`src/rtl/ysyx_22040759_redirect_ctrl.sv`:
```
// ysyx_22040759_redirect_ctrl: sequences branch/trap redirects: flush IF/ID, drain in-flight fetches, hand new PC to fetch
module ysyx_22040759_redirect_ctrl #(
  parameter int XLEN = 64,
  parameter int MAX_OS = 2,
  parameter int CNT_W = 2
) (
  input  logic            clk,
  input  logic            rst,
  input  logic            ex_valid,
  input  logic            ex_br_taken,
  input  logic [XLEN-1:0] ex_br_pc,
  input  logic            trap_valid,
  input  logic [XLEN-1:0] trap_pc,
  input  logic            if_req_fire,
  input  logic            if_rsp_valid,
  input  logic            if_redirect_ready,
  output logic            if_req_allow,
  output logic            drop_rsp,
  output logic            flush_if,
  output logic            flush_id,
  output logic            stall_ex,
  output logic            redirect_valid,
  output logic [XLEN-1:0] redirect_pc,
  output logic [31:0]     redirect_cnt
);
  typedef enum logic [1:0] {IDLE, DRAIN, ISSUE} state_t;
  state_t state, state_nxt;
  logic [CNT_W-1:0] os_cnt, os_nxt;
  logic [XLEN-1:0] pc_q;
  logic br_ev, ev, cap, done;
  always_comb begin
    stall_ex = state != IDLE;
    br_ev = ex_valid & ex_br_taken & ~stall_ex;
    ev = trap_valid | br_ev;
    cap = (state == IDLE) & ev;
    os_nxt = (if_req_fire & ~if_rsp_valid & (os_cnt != CNT_W'(MAX_OS))) ? os_cnt + 1'b1 :
             (if_rsp_valid & ~if_req_fire & (os_cnt != '0)) ? os_cnt - 1'b1 : os_cnt;
    if_req_allow = (state == IDLE) & ~ev & (os_cnt < CNT_W'(MAX_OS));
    flush_if = cap | (state == DRAIN);
    flush_id = flush_if;
    drop_rsp = flush_if & if_rsp_valid;
    redirect_valid = (state == ISSUE) & ~trap_valid;
    redirect_pc = pc_q;
    done = redirect_valid & if_redirect_ready;
    state_nxt = state;
    if (cap) state_nxt = (os_nxt == '0) ? ISSUE : DRAIN;
    if ((state == DRAIN) && (os_nxt == '0)) state_nxt = ISSUE;
    if (done) state_nxt = IDLE;
  end
  always_ff @(posedge clk or posedge rst) begin
    if (rst) begin
      state <= IDLE;
      os_cnt <= '0;
      pc_q <= '0;
      redirect_cnt <= '0;
    end else begin
      state <= state_nxt;
      os_cnt <= os_nxt;
      pc_q <= trap_valid ? trap_pc : br_ev ? ex_br_pc : pc_q;
      redirect_cnt <= redirect_cnt + {31'b0, done};
    end
  end
endmodule

```
`config.mk`:
```
export PLATFORM = sky130hd
export DESIGN_NAME = ysyx_22040759_redirect_ctrl
export DESIGN_NICKNAME = d
export VERILOG_FILES = /design/src/rtl/ysyx_22040759_redirect_ctrl.sv
export SDC_FILE = /design/constraint.sdc
export NUM_CORES = 1
export LEC_CHECK = 0
export ABC_AREA = 1
export BUFFER_PORTS_ARGS = -buffer_cell sky130_fd_sc_hd__buf_4
export CAP_MARGIN = 15
export CORE_MARGIN = 4
export CORE_UTILIZATION = 46
export CTS_CLUSTER_DIAMETER = 60
export DETAILED_ROUTE_END_ITERATION = 10
export MAX_ROUTING_LAYER = met4
export PLACE_DENSITY = 0.9
export SYNTH_ARGS = -nofsm -noshare
export SYNTH_HDL_FRONTEND = slang
export SYNTH_SLANG_ARGS = --single-unit
```
`constraint.sdc`:
```
create_clock -name clk -period 3.95 [get_ports clk]
set_clock_uncertainty 0.15 [all_clocks]
set_input_delay 0.395 -clock clk [delete_from_list [all_inputs] [get_ports clk]]
set_output_delay 0.395 -clock clk [all_outputs]
set_load 0.02 [all_outputs]
```
==> reports/metrics.yaml <==
status: "completed"
rsz0062_at_grt: "false"
vias_per_cell: 5.07
hold_path_depth: 3
ant_nets: 0
clk_path_buf_depth: 2
arrival_ns: 1.86
crit_slowest_cell: "dfrtp_1"
hold_violations: 0
worst_pin_slew_ns: 0.827
drv_cap: 0
end_kind: "primary output"
antenna_found_initial: 0
crit-reg2reg-launch: "state[0]"
core_area_um2: 10300
clk_latency_ns: 0.36
wl_met2_um: 7480
reg2reg_slack_ns: 1.60
drt_first_iter_violations: 264
yosys_warnings: 0
port-buffer-count: 237
die_y_um: 111
start_util: 0.470
syn-num-nets: 748
cp.required_ns: 3.40
critPathLaunchType: "flop"
fin_nets: 972
p_leak_uw: 0.00345
grt_max_degree: 92
cp_slowest_stage_delay_ns: 0.46
wl_per_cell_um: 15.3
reg2regPathDepth: 10
max_slew_margin: 0.449
tns_ns: 0
core.rowCount: 37
grt_pass1_vias: 4859
post-route-period-util: 0.609
ys_types: 25
drt-met1-wl_um: 5780
num_vias: 4929
setup_viol: 0
maxSlewViolCount: 0
place_hpwl_um: 11600
routed_wl_um: 14900
fin_area_um2: 6900
first_pass_iters: 4
cts_tree: "yes"
post_cts_buffers: 0
clkTransAtPathRegs_ns: 0.11
wl_met3_um: 1280
rr_endpoint: "redirect_cnt[20]"
cp_common_cell: "buf_4"
routed.top_layer: "met4"
fp.dieW_um: 111
diodes: 0
critPathKind: "reg2out"
io_pins: 238
worstHoldStart: "trap_pc[48]"
htreeDepth: 3
ys_ff_latch: 100
syn_inst: 608
grt_usage: 0.242
critPathTopFamily: "buffers and inverters"
hold_path.class: "in2reg"
dpl_cell_area_um2: 6680
crit_buf_inv: 3
finalWeightedCongestion: 0.942
drive_gt1_frac: 0.318
syn-cell-area_um2: 4860
worstHoldEndpoint: "redirect_pc[48]"
die_area_um2: 12300
grt-ovfl-total: 0
synth-seq-area-share: 0.515
worstPathMaxFanout: 39
fin_crit_ns: 2.41
ir_drop_mv: 0.247
cts-root-buf: "clkbuf_8"
area_growth_pct: 42.1
cts_buffers: 9
grt_first_pass_wirelength_um: 23700
syn_avg_cell_area_um2: 7.99
cts_sinks: 100
cp_cell_sequence: "nor2_1, inv_2, o21ai_4, buf_4, nor3_1, buf_4"
fmax_mhz: 416
powerDensity_nw_per_um2: 417
drcViolationCount: 0
[layout make-up]
| type | instances | area [um2] |
|---|---|---|
| Tap cell | 136 | 170 |
| Multi-Input combinational cell | 447 | 2070 |
| Inverter | 31 | 119 |
| Fill cell | 874 | 3430 |
| Clock inverter | 7 | 81.3 |
| Timing Repair Buffer | 243 | 1830 |
| Clock buffer | 9 | 124 |
| Sequential cell | 100 | 2500 |
[worst reg2reg max path: stages, from the launching register on]
cell     delay (ns)
dfrtp_1        0.46
nor4_1         0.35
ha_1           0.26
ha_1           0.21
nand3_2        0.14
nor2_4         0.17
nand2_1        0.12
nor2_1         0.11
nand2_1        0.09
o21ai_1        0.14
nand2_1        0.05
[how the worst max path moves through the flow]
stage	end	depth (start not counted)	startpoint
6_report	if_req_allow	6	state[0]
5_1_grt	redirect_cnt[20]	10	state[0]
4_1_cts	if_req_allow	6	state[0]
3_5_place_dp	redirect_cnt[20]	11	trap_valid
3_3_place_gp	redirect_cnt[20]	11	trap_valid
2_1_floorplan	os_cnt[0]	1	rst
[state kept, by name, indices dropped and copies added, names as in the netlist]
name / cells
state: 2
os_cnt: 2
redirect_cnt: 32
redirect_pc: 64
[repair_timing]
item	4_1_cts	5_1_grt
endpoints found under the hold margin	32	0
hold buffers	1	0
gates resized for setup	0	0
[per-layer routing]
metal / vias up / global-route usage
met5: - / -
met4: 0 / 0.0854
met3: 28 / 0.0584
met2: 218 / 0.403
met1: 2271 / 0.289
li1: 2412 / -
[Yosys cell counts]
| cell type | instances | area, um2 |
|---|---|---|
| o31ai_1 | 1 | 7.51 |
| nand3b_1 | 8 | 60.1 |
| o21ai_4 | 1 | 16.3 |
| buf_6 | 1 | 11.3 |
| nor2_1 | 105 | 394 |
| nand3_2 | 2 | 20.0 |
| dfrtp_1 | 100 | 2500 |
| ha_1 | 4 | 50.1 |
| a21oi_1 | 1 | 5.00 |
| xor2_1 | 12 | 105 |
| o21ai_1 | 2 | 10.0 |
| nand3_1 | 11 | 55.1 |
| nand4_1 | 3 | 18.8 |
| nor2_4 | 2 | 22.5 |
| nand2_1 | 213 | 800 |
| buf_4 | 6 | 45.0 |
| nor4_1 | 1 | 6.26 |
| buf_2 | 16 | 80.1 |
| o21ai_0 | 2 | 10.0 |
| clkbuf_1 | 7 | 26.3 |
| a31oi_1 | 64 | 400 |
| xnor2_1 | 5 | 43.8 |
| nor3_1 | 10 | 50.1 |
| inv_1 | 30 | 113 |
| inv_2 | 1 | 3.75 |
[cell families after synthesis]
group,count (synthesis),synth area share
simple gates,355,0.294
flops,100,0.515
fa+ha+maj,4,0.0103
compound gates,71,0.0925
buf+inv,61,0.0575
xor+xnor,17,0.0307
[layout by cell type (no fill, tap or decap), types with 2 or more instances in the layout]
master    synthesis  layout
a31oi_1          64      64
xor2_1           12      12
nand3_1          11      11
xnor2_1           5       5
o21ai_1           2       2
inv_1            30      28
nand4_1           3       3
inv_2             1       2
nor2_4            2       2
buf_4             6     242
ha_1              4       4
inv_6             0       2
nand3_2           2       2
clkbuf_8          0       9
nor3_1           10      10
nand2_1         213     213
o21ai_0           2       2
nor2_1          105     105
clkinv_4          0       2
dfrtp_1         100     100
nand3b_1          8       8
[power by group]
group	switching, uW	internal, uW
clock	379	304
sequential	106	1170
combinational	522	392
[stage by stage]
| stage | std cells | hold WS (ns) | total power (uW) | utilization | worst slack [ns] |
|---|---|---|---|---|---|
| 5_1_grt | 973 | 0.129 | 3010 | 0.668 | 1.39 |
| 3_3_place_gp | 956 | 0.328 | 2190 | 0.647 | 1.41 |
| 4_1_cts | 973 | 0.124 | 2890 | 0.668 | 1.56 |
| 2_1_floorplan | 608 | 0.351 | 1780 | - | 0.786 |
| 3_5_place_dp | 956 | 0.345 | 2220 | 0.647 | 1.21 |
| 6_report | 973 | 0.138 | 2870 | 0.668 | 1.54 |
Power figures use the tool's default switching activity.
